[config.mk]
export PLATFORM = sky130hd
export DESIGN_NAME = lpif_tx_pkt_arbiter
export DESIGN_NICKNAME = d
export VERILOG_FILES = /design/src/rtl/lpif_tx_pkt_arbiter.sv
export SDC_FILE = /design/constraint.sdc
export NUM_CORES = 1
export LEC_CHECK = 0
export CAP_MARGIN = 20
export CORE_AREA = 5 5 679 681
export DETAILED_ROUTE_END_ITERATION = 8
export DIE_AREA = 0 0 684 686
export GPL_TIMING_DRIVEN = 0
export PLACE_DENSITY_LB_ADDON = 0.25
export SLEW_MARGIN = 10
export SYNTH_ARGS = -nofsm -noshare
export SYNTH_HDL_FRONTEND = slang
export SYNTH_SLANG_ARGS = --single-unit
[constraint.sdc]
create_clock -name clk -period 1.7 [get_ports clk]
set_input_delay 0.34 -clock clk [delete_from_list [all_inputs] [get_ports clk]]
set_output_delay 0.34 -clock clk [all_outputs]
set_load 0.005 [all_outputs]
[src/rtl/lpif_tx_pkt_arbiter.sv]
// Packet arbiter sharing the LPIF TX path between TLP and DLLP sources.
// Ports: clk/reset (async, low), tlp_*/dllp_* sources, lp_* registered output,
// pl_trdy/pl_link_up from PHY; perf counters when LPIF_TX_ARB_PERF_EN is defined.
module lpif_tx_pkt_arbiter #(
  parameter int DATA_W          = 512,
  parameter int MAX_DLLP_STREAK = 4,
  parameter int STREAK_W        = 3
) (
  input  logic                clk,
  input  logic                reset,
  input  logic                pl_link_up,
  input  logic                tlp_valid,
  input  logic [DATA_W-1:0]   tlp_data,
  input  logic [DATA_W/8-1:0] tlp_bvalid,
  input  logic                tlp_end,
  output logic                tlp_ready,
  input  logic                dllp_valid,
  input  logic [DATA_W-1:0]   dllp_data,
  input  logic [DATA_W/8-1:0] dllp_bvalid,
  input  logic                dllp_end,
  output logic                dllp_ready,
  output logic                lp_irdy,
  output logic [DATA_W-1:0]   lp_data,
  output logic [DATA_W/8-1:0] lp_valid,
  output logic                lp_tlpstart,
  output logic                lp_tlpend,
  output logic                lp_dllpstart,
  output logic                lp_dllpend,
  input  logic                pl_trdy
`ifdef LPIF_TX_ARB_PERF_EN
  ,
  output logic [31:0]         tlp_pkt_cnt,
  output logic [31:0]         dllp_pkt_cnt,
  output logic [31:0]         stall_cnt
`endif
);

  localparam int BV_W = DATA_W / 8;

  typedef enum logic [1:0] {IDLE, TLP, DLLP} state_e;

  state_e              state_q, state_d;
  logic [STREAK_W-1:0] streak_q, streak_d;
  logic                lp_irdy_q, lp_irdy_d;
  logic [DATA_W-1:0]   lp_data_q, lp_data_d;
  logic [BV_W-1:0]     lp_valid_q, lp_valid_d;
  logic                lp_tlpstart_q, lp_tlpstart_d;
  logic                lp_tlpend_q, lp_tlpend_d;
  logic                lp_dllpstart_q, lp_dllpstart_d;
  logic                lp_dllpend_q, lp_dllpend_d;

  logic can_load, idle, streak_full;
  logic pick_dllp, pick_tlp, sel_tlp, sel_dllp;
  logic tlp_acc, dllp_acc;

  always_comb begin
    can_load    = !lp_irdy_q | pl_trdy;
    idle        = (state_q == IDLE);
    streak_full = (streak_q == STREAK_W'(MAX_DLLP_STREAK));
    // DLLP wins unless a waiting TLP has been passed over too often
    pick_dllp   = pl_link_up & dllp_valid & !(tlp_valid & streak_full);
    pick_tlp    = pl_link_up & tlp_valid & !pick_dllp;
    sel_tlp     = idle ? pick_tlp  : (state_q == TLP);
    sel_dllp    = idle ? pick_dllp : (state_q == DLLP);
    tlp_ready   = reset & can_load & sel_tlp;
    dllp_ready  = reset & can_load & sel_dllp;
    tlp_acc     = tlp_valid & tlp_ready;
    dllp_acc    = dllp_valid & dllp_ready;

    state_d        = state_q;
    streak_d       = streak_q;
    lp_irdy_d      = lp_irdy_q;
    lp_data_d      = lp_data_q;
    lp_valid_d     = lp_valid_q;
    lp_tlpstart_d  = lp_tlpstart_q;
    lp_tlpend_d    = lp_tlpend_q;
    lp_dllpstart_d = lp_dllpstart_q;
    lp_dllpend_d   = lp_dllpend_q;

    if (can_load) begin
      lp_irdy_d      = tlp_acc | dllp_acc;
      lp_tlpstart_d  = 1'b0;
      lp_tlpend_d    = 1'b0;
      lp_dllpstart_d = 1'b0;
      lp_dllpend_d   = 1'b0;
      if (tlp_acc) begin
        lp_data_d     = tlp_data;
        lp_valid_d    = tlp_bvalid;
        lp_tlpstart_d = idle;
        lp_tlpend_d   = tlp_end;
      end
      if (dllp_acc) begin
        lp_data_d      = dllp_data;
        lp_valid_d     = dllp_bvalid;
        lp_dllpstart_d = idle;
        lp_dllpend_d   = dllp_end;
      end
    end

    unique case (state_q)
      IDLE: begin
        if (tlp_acc & !tlp_end)   state_d = TLP;
        if (dllp_acc & !dllp_end) state_d = DLLP;
      end
      TLP:     if (tlp_acc & tlp_end)   state_d = IDLE;
      DLLP:    if (dllp_acc & dllp_end) state_d = IDLE;
      default: state_d = IDLE;
    endcase

    // streak only moves on the first beat of a packet
    if (idle & dllp_acc) begin
      if (!tlp_valid)       streak_d = '0;
      else if (!streak_full) streak_d = streak_q + 1'b1;
    end
    if (idle & tlp_acc) streak_d = '0;
  end

  always_ff @(posedge clk or negedge reset) begin
    if (!reset) begin
      state_q        <= IDLE;
      streak_q       <= '0;
      lp_irdy_q      <= 1'b0;
      lp_data_q      <= '0;
      lp_valid_q     <= '0;
      lp_tlpstart_q  <= 1'b0;
      lp_tlpend_q    <= 1'b0;
      lp_dllpstart_q <= 1'b0;
      lp_dllpend_q   <= 1'b0;
    end else begin
      state_q        <= state_d;
      streak_q       <= streak_d;
      lp_irdy_q      <= lp_irdy_d;
      lp_data_q      <= lp_data_d;
      lp_valid_q     <= lp_valid_d;
      lp_tlpstart_q  <= lp_tlpstart_d;
      lp_tlpend_q    <= lp_tlpend_d;
      lp_dllpstart_q <= lp_dllpstart_d;
      lp_dllpend_q   <= lp_dllpend_d;
    end
  end

  assign lp_irdy      = lp_irdy_q;
  assign lp_data      = lp_data_q;
  assign lp_valid     = lp_valid_q;
  assign lp_tlpstart  = lp_tlpstart_q;
  assign lp_tlpend    = lp_tlpend_q;
  assign lp_dllpstart = lp_dllpstart_q;
  assign lp_dllpend   = lp_dllpend_q;

`ifdef LPIF_TX_ARB_PERF_EN
  logic [31:0] tlp_pkt_cnt_q, tlp_pkt_cnt_d;
  logic [31:0] dllp_pkt_cnt_q, dllp_pkt_cnt_d;
  logic [31:0] stall_cnt_q, stall_cnt_d;

  always_comb begin
    tlp_pkt_cnt_d  = tlp_pkt_cnt_q + {31'd0, tlp_acc & tlp_end};
    dllp_pkt_cnt_d = dllp_pkt_cnt_q + {31'd0, dllp_acc & dllp_end};
    stall_cnt_d    = stall_cnt_q + {31'd0, lp_irdy_q & !pl_trdy};
  end

  always_ff @(posedge clk or negedge reset) begin
    if (!reset) begin
      tlp_pkt_cnt_q  <= '0;
      dllp_pkt_cnt_q <= '0;
      stall_cnt_q    <= '0;
    end else begin
      tlp_pkt_cnt_q  <= tlp_pkt_cnt_d;
      dllp_pkt_cnt_q <= dllp_pkt_cnt_d;
      stall_cnt_q    <= stall_cnt_d;
    end
  end

  assign tlp_pkt_cnt  = tlp_pkt_cnt_q;
  assign dllp_pkt_cnt = dllp_pkt_cnt_q;
  assign stall_cnt    = stall_cnt_q;
`endif

endmodule
Word-level counts from Yosys, hierarchy flattened
Index checks and enable logic that the tools add are counted.
{"block": "totals", "reg_bits": 586, "latch_bits": 0, "ramBits": 0, "romBits": 0, "inputBits": 1160, "n_memories": 0}
{"block": "op_classes", "n_addsub": 1, "n_mul": 0, "div_mod_pow": 0, "magnitude_cmp": 0, "eq_ne": 7, "shifts": 0, "mux": 19, "bitwise_logic": 18, "n_reduce_logical": 11}
{"operator": "512-bit 2-to-1 mux", "count": 2}
{"operator": "64-bit 2-to-1 mux", "count": 2}
{"operator": "1-bit bitwise AND", "count": 16}
{"operator": "3-bit 2-to-1 mux", "count": 4}
{"operator": "2-bit 2-to-1 mux", "count": 4}
{"operator": "1-bit 2-to-1 mux", "count": 6}
{"operator": "2-bit case mux with 3 select lines", "count": 1}
{"operator": "1-bit logical NOT", "count": 5}
{"operator": "2-bit by 1-bit inequality test with 1-bit output (second input constant)", "count": 2}
{"operator": "2-bit AND reduction", "count": 2}
{"operator": "2-bit nonzero test", "count": 2}
{"operator": "3-bit by 1-bit adder with 3-bit output (second input constant)", "count": 1}
{"operator": "3-bit equality test (second input constant)", "count": 1}
{"operator": "3-bit by 1-bit inequality test with 1-bit output (second input constant)", "count": 1}
{"operator": "3-bit by 2-bit inequality test with 1-bit output (second input constant)", "count": 1}
{"operator": "3-bit AND reduction", "count": 1}
{"operator": "2-bit by 1-bit equality test with 1-bit output (second input constant)", "count": 1}
{"operator": "2-bit equality test (second input constant)", "count": 1}
{"operator": "2-bit logical NOT", "count": 1}
{"operator": "1-bit OR", "count": 2}

Logic depth before layout (Yosys ltp)
{"block": "depth", "depth_word": 13, "depth_mapped": 9}

Least setup slack after synthesis
Ideal clock, no wire load.
{"block": "synth_path", "path_kind": "register to register", "startpoint": "register streak_q[0]", "endpoint": "register lp_data_q[144] (netlist: lp_data[144])", "setup_time_ps": 82, "arrival_time_ps": 1749, "required_time_ps": 1618, "setup_slack_ps": -131, "path_stages_with_launch": 10, "n_path_buf": 3, "period_less_slack_ps": 1831, "cell_sequence": "dfrtp_1 -> inv_1 -> ha_1 -> a21bo_2 -> a21oi_2 -> buf_6 -> buf_6 -> clkbuf_1 -> o21ai_0 -> a31oi_1"}
{"block": "synth_via", "elab_chain_len": 11}
{"element": "from (decl)", "line_no": "43", "source": "logic [STREAK_W-1:0] streak_q, streak_d;"}
{"element": "from (signal assigned)", "line_no": "131", "source": "streak_q <= streak_d;"}
{"element": "3-bit equality test (*)", "line_no": "59", "source": "streak_full = (streak_q == STREAK_W'(MAX_DLLP_STREAK));"}
{"element": "1-bit bitwise AND (*)", "line_no": "61", "source": "pick_dllp = pl_link_up & dllp_valid & !(tlp_valid & streak_full);"}
{"element": "1-bit logical NOT (*)", "line_no": "61"}
{"element": "1-bit bitwise AND (*)", "line_no": "61"}
{"element": "1-bit logical NOT", "line_no": "62", "source": "pick_tlp = pl_link_up & tlp_valid & !pick_dllp;"}
{"element": "1-bit bitwise AND", "line_no": "62"}
{"element": "1-bit 2-to-1 mux", "line_no": "63", "source": "sel_tlp = idle ? pick_tlp : (state_q == TLP);"}
{"element": "1-bit bitwise AND", "line_no": "65", "source": "tlp_ready = reset & can_load & sel_tlp;"}
{"element": "1-bit bitwise AND", "line_no": "67", "source": "tlp_acc = tlp_valid & tlp_ready;"}
{"element": "2-bit nonzero test (no line)"}
{"element": "2-bit AND reduction (no line)"}
{"element": "to (signal assigned)", "line_no": "133", "source": "lp_data_q <= lp_data_d;"}
{"element": "to (decl)", "line_no": "45", "source": "logic [DATA_W-1:0] lp_data_q, lp_data_d;"}
Every way passes the cells marked *; elsewhere a longest branch is shown, timed or not.
A chain may end at the register's enable or synchronous reset.

Worst setup path in the final report
{"block": "layout_path", "startpoint": "register state_q[1]", "endpoint": "output port tlp_ready"}
{"block": "layout_via", "elab_chain_len": 3}
{"element": "from (decl)", "line_no": "42", "source": "state_e state_q, state_d;"}
{"element": "from (signal assigned)", "line_no": "130", "source": "state_q <= state_d;"}
{"element": "2-bit by 1-bit equality test with 1-bit output / 2-bit logical NOT (equally long branches)", "line_no": "63, 58"}
{"element": "1-bit 2-to-1 mux (*)", "line_no": "63"}
{"element": "1-bit bitwise AND (*)", "line_no": "65"}
{"element": "to (decl)", "line_no": "16", "source": "output logic tlp_ready,"}
Marks and branches as above.

==> summary.txt <==
Outcome
  – Outcome: complete, but fails checks
  – Failing checks: hold timing, setup timing

Run
  – Max Cap Viol: 0

Synth
  – Post-synth top flop: dfrtp_1
  – Syn_nets: 4,614
  – Top-area cell type share of the netlist area: 48.5%
  – Synth cell types: 37
  – Mapped Area: 30,200 sq um
  – Ys Warns: 0
  – EDFF count, synth: 0
  – Cell taking the most area after synthesis: dfrtp_1
  – Async S/R FF share, synth: 100%
  – Yosys reg bits: 586
  – Syn_area_per_cell: 8.75 sq um
  – Synth top area cells: dfrtp_1 49%, a31oi_1 12%, nand4_1 12%, nor3_1 9.6%, o21ai_0 9.5%
  – Mapped Cells: 3,452
  – Seq/Total Area, Yosys: 48.5%

Global route
  – Grt total ovfl: 0
  – Largest net degree at the start of global routing: 90
  – Gr usage total: 17.5%
  – First-pass GRT wire length: 532,000 microns
  – Initial antenna violation count: 330
  – Vias in the first global route: 42,637

Worst setup path
  – Worst reg-to-reg setup slack: -0.86 ns
  – WP buf/inv: 5
  – Cell Chain, Critical Path: nand2b_4, nor2_4, clkbuf_16, buf_16, buf_12, buf_12, a21boi_4, buf_6
  – RR Endpoint: lp_data[190]
  – FF-to-FF path depth: 10
  – Family with the most delay on the worst path: buffers and inverters
  – Critical Path Most Common Cell: buf_12
  – CP Max Fanout: 3
  – Worst R2R Start: state_q[1]
  – Crit. End Element: output port
  – Slowest stage cell, crit path: dfrtp_2
  – WP data arrival: 2.45 ns
  – Kind of start point of the critical path: register
  – Crit Path Category: register to output port
  – Critical path's largest stage delay: 0.42 ns
  – Req. time, crit path: 1.36 ns

Die
  – Die Y: 686 microns
  – Die area: 469,000 sq um
  – Initial Utilization: 6.65%
  – Core area: 455,000 sq um
  – I/O pin cnt: 1,743
  – Rows: 248
  – Die X: 684 microns

STA
  – Fmax: 359 MHz
  – Final Cycle Share: 164%
  – Post-route minimum period: 2.79 ns
  – Hold WS: -0.543 ns
  – Max_slew headroom: 36.4%
  – Final setup fails: 1,168
  – Worst-Margin Slew: 0.954 ns
  – Final hold vios: 139
  – Slew Viols, Final: 0
  – Setup WS post-layout: -1.09 ns
  – RSZ-0062 raised after global routing: yes
  – Skew final: 0.0583 ns

Placed design
  – I/O Buffers: 1,741
  – Routability congestion estimate from global placement: 0.953
  – Area post-placement: 56,100 sq um
  – Cell count after placement: 11,218
  – Post-DP HPWL: 369,000 microns

Clocking
  – CTS tree: done
  – Clk sink count: 586
  – Number of buffers created by CTS: 93
  – Clk pin slew, worst setup/hold paths: 0.06 ns
  – CTS HTree Levels: 3
  – Clk_lat worst skew: 0.85 ns
  – CTS Buffer Depth: 4
  – Root buffer cell: clkbuf_16

Final layout
  – Final instance count without filler cells: 11,744
  – Ratio of cells with drive above 1 in the final layout: 19.3%
  – Layout area overhead: 126%
  – Final Cell Area: 68,300 sq um
  – Nets: 6,738

Detailed routing
  – DRC Markers: 0
  – Detailed Routing Iterations Pass 1: 6
  – Wirelength, routed: 438,000 microns
  – Via count: 43,404
  – DRT antenna net count: 0
  – Routed len/inst: 37.3 microns
  – Vias per std cell: 3.70
  – DR iter-0 viols: 3,879

Min path
  – Hold Crit Class: input port to asynchronous set/reset pin

Power
  – VDD IR max: 0.613 mV
  – Static Leak: 0.0229 uW
  – Cell Pwr Density: 1480 nW/um^2
## state kept, by name, summed over array words and instances, names as in the netlist
name / flops
lp_dllpend: 1
state_q: 2
lp_tlpstart: 1
lp_irdy: 1
lp_data: 512
lp_valid: 64
streak_q: 3
lp_tlpend: 1
lp_dllpstart: 1
## Yosys cell counts, drive strengths merged, types with 2 or more instances
| cell type | instances |
|---|---|
| a21o | 4 |
| a21oi | 2 |
| a31oi | 577 |
| buf | 212 |
| clkbuf | 301 |
| dfrtp | 586 |
| ha | 2 |
| inv | 5 |
| nand2 | 2 |
| nand2b | 2 |
| nand3 | 5 |
| nand3b | 2 |
| nand4 | 577 |
| nor2 | 4 |
| nor2b | 2 |
| nor3 | 578 |
| o21ai | 577 |
## per-stage QoR
stage | total power (uW) | utilization, % | setup slack, ns | hold WS (ns) | TNS [ns]
after global routing | 105000 | 15.0 | -1.20 | -0.587 | -709.12
after detailed placement | 71100 | 12.3 | -3.30 | 0.384 | -1559.79
after global placement | 70300 | 12.3 | -35.51 | 0.467 | -
after floorplan | 37400 | - | -0.00667 | 0.0444 | -3.32
after CTS | 98700 | 14.3 | -1.24 | -0.657 | -680.51
final | 101000 | 15.0 | -1.09 | -0.543 | -609.06
## power by group
part / total (uW) / internal (uW) / switching (uW) / leakage, uW
Combinational: 53700 / 26400 / 27300 / 0.0148
Clock: 20800 / 12400 / 8470 / 0.00151
Sequential: 26300 / 21000 / 5330 / 0.00662
Total: 101000 / 59700 / 41100 / 0.0229
## per-layer routing
layer,vias to the layer above,part of all wire (%),GRT usage [%]
li1,18052,-,-
met1,22029,39,20.6
met2,2374,48,29.7
met3,731,9.7,6.81
met4,218,3.5,4.49
met5,-,0.33,0
## how the worst max path moves through the flow
stage | from | slack, ns | depth (start not counted) | to
2_1_floorplan | streak_q[0] | -0.007 | 8 | lp_data[163]
4_1_cts | lp_irdy | -1.24 | 8 | tlp_ready
3_5_place_dp | reset | -3.30 | 10 | lp_data[273]
3_3_place_gp | reset | -35.51 | 7 | lp_data[322]
6_report | state_q[1] | -1.09 | 8 | tlp_ready
5_1_grt | state_q[1] | -1.20 | 8 | tlp_ready
## cell families (layout without fill, tap and decap cells)
logic type / Yosys count / count (layout) / share of synthesized area [%]
muxes: 2 / 2 / 0.0704
and+or+nand+nor: 1175 / 1175 / 21.9
other: 0 / 101 / 0
AOI/OAI and AO/OA: 1169 / 1169 / 21.9
DFF: 586 / 586 / 48.5
buffers and inverters: 518 / 2709 / 7.51
adders and majority gates: 2 / 2 / 0.0828
## placed cells by master (no fill, tap or decap), types with 10 or more instances in the layout
cell             count
bufinv_16           10
dfrtp_1            582
o21ai_1             67
o21ai_2             54
nand4_1            577
nor3_1             513
diode_2            101
clkdlybuf4s50_1   1722
buf_6              111
buf_4               89
clkbuf_8            45
clkbuf_4            33
clkbuf_16          159
buf_2               48
a31oi_1            480
o21ai_0            453
buf_8               89
clkinv_2            11
clkbuf_1           116
buf_16              57
clkbuf_2            90
nor3_2              31
nor3_4              34
buf_12              96
a31oi_2             37
a31oi_4             60
## final cells by class
cell class / instances / area, sq um
Inverter: 5 / 21.3
Buffer: 489 / 4810
Timing Repair Buffer: 2053 / 22600
Antenna cell: 101 / 253
Sequential cell: 586 / 14700
Multi-Input combinational cell: 2348 / 15300
Clock inverter: 32 / 450
Tap cell: 6000 / 7510
Clock buffer: 130 / 2660
Fill cell: 51102 / 386000
## worst reg2reg max path: cells and delay by family (launching register included)
kind / cells / cell delay, ns
compound gates: 2 / 0.47
buf+inv: 7 / 1.33
flops: 1 / 0.42
simple gates: 1 / 0.19
## repair_timing
item                                    CTS  global route
endpoints found under the hold margin   222           213
setup buffers                           141            60
hold buffers                              9             1
pin swaps                               412           254
setup endpoints to repair              1168          1169
cloned                                   60            44
gates resized for setup                 925           625
Power figures use the tool's default switching activity.
